[config.mk]
export PLATFORM = sky130hd
export DESIGN_NAME = mesh_egress_port
export DESIGN_NICKNAME = d
export VERILOG_FILES = /design/src/rtl/mesh_egress_port_pkg.sv /design/src/rtl/mesh_egress_port_fifo.sv /design/src/rtl/mesh_egress_port.sv
export SDC_FILE = /design/constraint.sdc
export NUM_CORES = 1
export LEC_CHECK = 0
export BUFFER_PORTS_ARGS = -buffer_cell sky130_fd_sc_hd__buf_2
export CORE_ASPECT_RATIO = 1.5
export CORE_UTILIZATION = 49
export DETAILED_ROUTE_END_ITERATION = 6
export PLACE_DENSITY = 0.78
export SYNTH_ARGS = -nofsm -noshare
export SYNTH_HDL_FRONTEND = slang
export SYNTH_SLANG_ARGS = --single-unit
[constraint.sdc]
create_clock -name clk -period 5.8 [get_ports clk]
set_input_delay 0.58 -clock clk [delete_from_list [all_inputs] [get_ports clk]]
set_output_delay 0.58 -clock clk [all_outputs]
set_load 0.1 [all_outputs]
[src/rtl/mesh_egress_port_pkg.sv]
// mesh_egress_port_pkg: shared mesh router types, direction indices and helpers
package Mesh;

  localparam int NUM_DIRS = 5;
  localparam int DIR_S    = 0;
  localparam int DIR_W    = 1;
  localparam int DIR_N    = 2;
  localparam int DIR_E    = 3;
  localparam int DIR_C    = 4;

  typedef struct packed {
    logic [3:0]  dst_x;
    logic [3:0]  dst_y;
    logic [31:0] payload;
  } Packet;

  typedef struct packed {
    logic  valid;
    Packet pkt;
  } RouterIn;

  typedef struct packed {
    logic ready;
  } RouterOut;

  // Next round-robin index after a grant to idx, wrapping at n.
  function automatic int rr_next(input int idx, input int n);
    return (idx == n - 1) ? 0 : idx + 1;
  endfunction

endpackage

[src/rtl/mesh_egress_port_fifo.sv]
// egress_fifo: packet buffer with wrapping pointers and occupancy count
module egress_fifo
  import Mesh::*;
#(
  parameter int DEPTH = 4
) (
  input  logic  clk,
  input  logic  rst_n,
  input  logic  push,
  input  Packet din,
  input  logic  pop,
  output Packet dout,
  output logic  full,
  output logic  empty
);

  localparam int AW = $clog2(DEPTH);
  localparam int CW = AW + 1;

  Packet          r_mem [DEPTH];
  logic [AW-1:0]  r_rd;
  logic [AW-1:0]  r_wr;
  logic [CW-1:0]  r_count;
  logic           w_push;
  logic           w_pop;

  assign full   = r_count == CW'(DEPTH);
  assign empty  = r_count == '0;
  assign w_push = push && !full;
  assign w_pop  = pop && !empty;
  assign dout   = r_mem[r_rd];

  // Storage is not reset: contents are only observable while count != 0.
  always_ff @(posedge clk) begin
    if (w_push) r_mem[r_wr] <= din;
  end

  // Pointers wrap naturally because DEPTH is a power of two.
  always_ff @(posedge clk) begin
    if (!rst_n) begin
      r_rd    <= '0;
      r_wr    <= '0;
      r_count <= '0;
    end else begin
      if (w_push) r_wr <= r_wr + 1'b1;
      if (w_pop) r_rd <= r_rd + 1'b1;
      r_count <= r_count + CW'(w_push) - CW'(w_pop);
    end
  end

endmodule

[src/rtl/mesh_egress_port.sv]
// mesh_egress_port: round-robin arbiter + FIFO output stage; MESH_EGRESS_STATS_EN adds sent/stall counters
module mesh_egress_port
  import Mesh::*;
#(
  parameter int NUM_IN = 5,
  parameter int DEPTH  = 4
) (
  input  logic                clk,
  input  logic                rst_n,
  input  logic [NUM_IN-1:0]   request,
  input  Packet [NUM_IN-1:0]  packet_in,
  output logic [NUM_IN-1:0]   grant,
  output Packet               packet_out,
  output logic                valid,
  input  logic                ready
`ifdef MESH_EGRESS_STATS_EN
  ,
  output logic [31:0]         sent_count,
  output logic [31:0]         stall_count
`endif
);

  localparam int IW = $clog2(NUM_IN);

  logic [IW-1:0] r_rr;
  logic [IW-1:0] w_gidx;
  logic [IW-1:0] w_idx;
  logic          w_hit;
  logic          w_full;
  logic          w_empty;
  logic          w_push;
  logic          w_xfer;

  assign valid  = !w_empty;
  assign w_xfer = valid && ready;
  assign w_push = |grant;

  // First requester at or above the RR pointer; suppressed when full or in reset.
  always_comb begin
    grant  = '0;
    w_gidx = '0;
    w_idx  = '0;
    w_hit  = 1'b0;
    for (int k = 0; k < NUM_IN; k++) begin
      w_idx = IW'((int'(r_rr) + k) % NUM_IN);
      if (!w_hit && request[w_idx]) begin
        w_hit         = 1'b1;
        w_gidx        = w_idx;
        grant[w_idx]  = 1'b1;
      end
    end
    if (!rst_n || w_full) grant = '0;
  end

  // Winner moves to lowest priority; pointer holds when nothing is granted.
  always_ff @(posedge clk) begin
    if (!rst_n) r_rr <= '0;
    else if (w_push) r_rr <= IW'(rr_next(int'(w_gidx), NUM_IN));
  end

  egress_fifo #(.DEPTH(DEPTH)) u_fifo (
    .clk   (clk),
    .rst_n (rst_n),
    .push  (w_push),
    .din   (packet_in[w_gidx]),
    .pop   (w_xfer),
    .dout  (packet_out),
    .full  (w_full),
    .empty (w_empty)
  );

`ifdef MESH_EGRESS_STATS_EN
  logic [31:0] r_sent;
  logic [31:0] r_stall;

  assign sent_count  = r_sent;
  assign stall_count = r_stall;

  // Saturating transfer and backpressure counters.
  always_ff @(posedge clk) begin
    if (!rst_n) begin
      r_sent  <= '0;
      r_stall <= '0;
    end else begin
      if (w_xfer && r_sent != '1) r_sent <= r_sent + 1'b1;
      if (valid && !ready && r_stall != '1) r_stall <= r_stall + 1'b1;
    end
  end
`endif

endmodule
==> results of run 1 <==
## placed cells by master (no fill, tap or decap), types with 7 or more instances in the layout
cell type,Yosys,layout
a311oi_2,0,29
nand3_1,14,14
dfxtp_1,12,10
a21oi_1,18,16
inv_1,25,24
xnor2_1,14,12
nor3b_1,41,41
and2_1,13,9
o211ai_1,9,9
nor2_1,57,56
mux4_2,40,40
ha_1,30,29
clkbuf_16,0,17
a211oi_1,42,42
nand2_1,101,101
mux2i_1,14,12
buf_2,28,248
edfxtp_1,160,160
nand2b_1,7,7
buf_12,0,11
buf_4,1,28
a311oi_1,41,12
o21ai_0,11,10
## kinds of logic after synthesis
group / after synthesis / share of synthesized area
simple gates: 280 / 0.1430
xor+xnor: 17 / 0.01767
buf+inv: 89 / 0.03849
fa+ha+maj: 32 / 0.04189
mux: 55 / 0.1061
compound gates: 182 / 0.1441
flops: 172 / 0.5088
## state kept, by name, summed over array words and instances (netlist names), named ones only
| register | flops |
|---|---|
| u_fifo.r_count | 3 |
| u_fifo.r_wr | 2 |
| u_fifo.r_rd | 2 |
| r_rr | 3 |
| u_fifo.r_mem | 160 |
## path summary, 6_finish.rpt
check	start	endpoint	depth (start not counted)
min reg2reg	u_fifo.r_wr[1]	u_fifo.r_wr[1]	2
max reg2reg	r_rr[0]	u_fifo.r_mem[1][5]	21
max	r_rr[0]	u_fifo.r_mem[1][5]	21
min	u_fifo.r_wr[1]	u_fifo.r_wr[1]	2
## per-layer routing
metal  GRT usage  vias to the layer above  wire length [um]
met5           0                        -                 0
met4      0.1624                        0              1581
met3     0.03811                       86              1521
met2      0.4988                      359             15210
met1      0.3031                     3946             10250
li1            -                     3708                 -
## worst max-delay path, stage by stage (launching register included)
cell,delay (ps)
dfxtp_1,370
inv_1,100
ha_1,280
xnor2_4,260
inv_2,80
ha_1,210
or2_2,310
o21ai_2,170
xnor2_2,180
ha_2,270
nand2b_1,80
o2111ai_1,90
o211ai_2,230
xnor2_2,340
mux2i_2,370
o221ai_4,190
o31a_1,280
o211a_2,260
buf_4,320
nor3b_1,280
a211oi_1,80
a311oi_1,470
## through the flow
stage	instance area (um2)	instances	util	hold slack (ps)	setup WS (ps)
6_report	12580	1350	0.6359	518.1	265.6
5_1_grt	12580	1350	0.6359	551.4	4.768
4_1_cts	12370	1347	0.6252	515.4	54.73
3_5_place_dp	11760	1315	0.5945	505.9	115.1
3_3_place_gp	11760	1315	0.5945	488.0	292.1
2_1_floorplan	10020	827	-	471.0	16.90
## what timing repair did
item,CTS,global route
cloned,0,0
setup buffers,0,1
endpoints found under the setup margin,4,164
resized for setup,1,34
pin swaps,0,1
## cell type report
cell class | count | area, um2 | area share
Sequential cell | 172 | 5047 | 0.4012
Multi-Input combinational cell | 566 | 4801 | 0.3816
Timing Repair Buffer | 289 | 1690 | 0.1344
Clock buffer | 17 | 425.4 | 0.03381
Tap cell | 260 | 325.3 | 0.02586
Clock inverter | 15 | 176.4 | 0.01402
Inverter | 29 | 110.1 | 0.008752
Antenna cell | 2 | 5.005 | 0.0003978
==> metrics.csv, run 1 <==
metric,value,unit
clk_latency,430,ps
yosys_warnings,0,
synth_most_common_cell,edfxtp_1,
criticalPathCategory,register to register,
wl_per_cell,21.16,um
vias,8099,
die_x,118.2,um
hold_viol,0,
clock_path_buffers,2,
start_util,0.5012,
critPathCaptureType,register,
portBuffers,253,
ys_top_cells_by_count,"edfxtp_1 (160), nand2_1 (101), nor2_1 (57), a211oi_1 (42)",
dieArea,20820,um2
hold_buffers,0,
drive_gt1_frac,0.4053,
first_iter_violations,511,
critPathRequiredTime,5950,ps
min_path_type,register to register,
syn_area,9916,um2
grt_pass1_wl,43300,um
ff2ff_setup_slack,270,ps
core-area,19790,um2
grt_remaining_overflow,0,
synthArstFlopShare,0,
max_cap_violations,0,
slew_viol_final,0,
cts_max_level,4,
synth_cell_type_count,81,
hpwl,19690,um
period_share,0.9542,
row_count,63,
first_global_vias,8077,
ys_ff_latch,172,
track_usage,0.2738,
gp_congestion,0.9555,
synth_top_area_frac,0.4845,
netlist_top_cells_area,"edfxtp_1 (48%), mux4_2 (9.1%), nand2_1 (3.8%)",
fin_skew,11.05,ps
synth_fp_nets,1067,
io_pins,254,
antenna_found_initial,2,
fmax,180.7,MHz
setup_violations,0,
yosysTopAreaCell,edfxtp_1,
syn2layout_area_growth,26.88,%
routed_wl,28560,um
die_h,176.2,um
status,"complete, no violations",
worstPathArrival,5680,ps
dr.pass1.iters,5,
clock-sinks,172,
cts_tree,yes,
critPathMaxFanout,40,
worstMarginPinSlew,1072,ps
postRouteAntennaNets,0,
fin_crit,5534,ps
postSynthAreaPerCell,11.99,um2
synth_edf_count,160,
syn_inst,827,
ys.flop_type,edfxtp_1,
clkTransAtPathRegs,80,ps
setup.worst_path.start_class,register,
nNetsFinal,1315,
fill_cells,1499,
grt_max_degree,61,
numCtsBuffers,17,
tns,0,ps
synth_seq_area_share,0.5088,
drc,0,
slew_headroom,0.2853,
cts_root_buf,clkbuf_16,
rsz0062_at_grt,false,
viasPerCell,5.999,
Power of run 1 is left out: the tool's default activity adds up to more than one toggle a clock period on the data nets, which glitch-free logic cannot reach.
==> run 2: changes to the inputs <==
- PLACE_DENSITY: 0.78 -> 0.81
==> run 2 against run 1 <==
  * Wire length up 1.1%
  * Non-clock buffer count down 13
  * Final cell count down 0.81%
  * Register-to-register slack better by 30 ps
==> metrics.csv, run 2 (same netlist as run 1, synthesis figures left out) <==
metric,value,unit,change
dieArea,20820,um2,unchanged
core-area,19790,um2,unchanged
critPathCaptureType,register,,unchanged
fin_area,12450,um2,was 12580 um2
critPathMaxFanout,41,,was 40
largest_reg_flops,160,,unchanged
worstMarginPinSlew,1106,ps,was 1072 ps
drive_gt1_frac,0.4009,,was 0.4053
wl_per_cell,21.56,um,was 21.16 um
mostFrequentLayoutCell,buf_2,,unchanged
row_count,63,,unchanged
regMostFlops,u_fifo.r_mem,,unchanged
syn2layout_area_growth,25.56,%,was 26.88%
setup.worst_path.start_class,register,,unchanged
fin_crit,5500,ps,was 5534 ps
hpwl,19600,um,was 19690 um
place_area,11630,um2,was 11760 um2
gp_congestion,0.9197,,was 0.9555
slew_headroom,0.2628,,was 0.2853
cts_max_level,4,,unchanged
fmax,181.8,MHz,was 180.7 MHz
routed_wl,28870,um,was 28560 um
status,"complete, no violations",,unchanged
rsz0062_at_grt,false,,unchanged
antenna_found_initial,4,,was 2
fill_cells,1441,,was 1499
nNetsFinal,1302,,was 1315
min_path_type,register to register,,unchanged
period_share,0.9483,,was 0.9542
critPathRequiredTime,5970,ps,was 5950 ps
track_usage,0.2755,,was 0.2738
portBuffers,253,,unchanged
max_cap_violations,0,,unchanged
setup_violations,0,,unchanged
grt_max_degree,43,,was 61
ff2ff_setup_slack,300,ps,was 270 ps
ff_latch_area,5047,um2,unchanged
postRouteAntennaNets,0,,unchanged
clkTransAtPathRegs,70,ps,was 80 ps
first_global_vias,8094,,was 8077
final_cell_mix,"buf_2 (249), edfxtp_1 (160), nand2_1 (101)",,"was buf_2 (248), edfxtp_1 (160), nand2_1 (101)"
die_x,118.2,um,unchanged
fin_skew,17.50,ps,was 11.05 ps
multi_input_area,4830,um2,was 4801 um2
grt_remaining_overflow,0,,unchanged
slew_viol_final,0,,unchanged
hold_viol,0,,unchanged
grt_pass1_wl,43320,um,was 43300 um
tns,0,ps,unchanged
clock-sinks,172,,unchanged
drc,0,,unchanged
clk_latency,420,ps,was 430 ps
dr.pass1.iters,6,,was 5
cts_tree,yes,,unchanged
io_pins,254,,unchanged
first_iter_violations,660,,was 511
criticalPathCategory,register to register,,unchanged
die_h,176.2,um,unchanged
vias,8197,,was 8099
clock_path_buffers,2,,unchanged
largestRegisters,"u_fifo.r_mem: 160 flops, r_rr: 3 flops, u_fifo.r_count: 3 flops",,unchanged
start_util,0.5012,,unchanged
hold_buffers,0,,unchanged
worstPathArrival,5670,ps,was 5680 ps
viasPerCell,6.122,,was 5.999
numCtsBuffers,17,,unchanged
cts_root_buf,clkbuf_16,,unchanged
==> run 2: changes by cell type in the layout (fill, tap and decap cells not counted), sizes merged <==
cell,previous run,this run
buf,288,276
clkinv,10,6
diode,2,4
inv,33,35
clkinvlp,1,2
==> run 2: timing repair <==
| action | 4_1_cts | 5_1_grt |
|---|---|---|
| setup endpoints to repair | 0 | 288 |
| buffers inserted | 0 | 0 |
| gates resized for setup | 0 | 39 |
==> run 2: cell type report <==
cell class                      instances  share of cell area
Antenna cell                            4           0.0008039
Clock buffer                           18             0.03447
Clock inverter                         14             0.01206
Inverter                               29            0.008843
Multi-Input combinational cell        566              0.3879
Sequential cell                       172              0.4054
Tap cell                              260             0.02613
Timing Repair Buffer                  276              0.1244
==> run 2: stage by stage <==
step,cells,hold slack [ps],setup slack [ps],utilization
2_1_floorplan,827,471.0,16.90,-
3_3_place_gp,1303,488.9,240.4,0.5881
3_5_place_dp,1303,499.7,62.43,0.5881
4_1_cts,1335,514.8,20.42,0.6173
5_1_grt,1338,531.7,41.97,0.6292
6_report,1339,517.5,300.0,0.6293
==> run 2: final timing paths <==
path | from | to | cells after the start
worst max register to register | r_rr[0] | u_fifo.r_mem[2][20] | 20
worst min register to register | u_fifo.r_wr[0] | u_fifo.r_wr[0] | 1
worst max-delay path | r_rr[0] | u_fifo.r_mem[2][20] | 20
worst min-delay path | u_fifo.r_wr[0] | u_fifo.r_wr[0] | 1
==> run 2: layer usage <==
metal | vias to the layer above | GRT usage | part of all wire
li1 | 3679 | - | -
met1 | 4003 | 0.2952 | 0.36
met2 | 442 | 0.5132 | 0.54
met3 | 71 | 0.04490 | 0.066
met4 | 2 | 0.1517 | 0.039
met5 | - | 0 | 0.00035
==> run 2: worst max-delay path, cell delays in order, from the launching register on <==
cell       delay (ps)
dfxtp_1           350
inv_1             110
ha_1              340
clkinv_2          160
ha_1              230
or2_2             300
o21ai_2           170
xnor2_2           180
ha_2              270
nand2b_1           90
o2111ai_1         100
o211ai_2          240
mux2i_4           290
o31ai_1           370
o221ai_4          230
o31a_1            280
o211a_1           240
nor2_4            100
buf_4             470
nand2_1           200
a311oi_2          500
Power of run 2 is left out for the same reason.
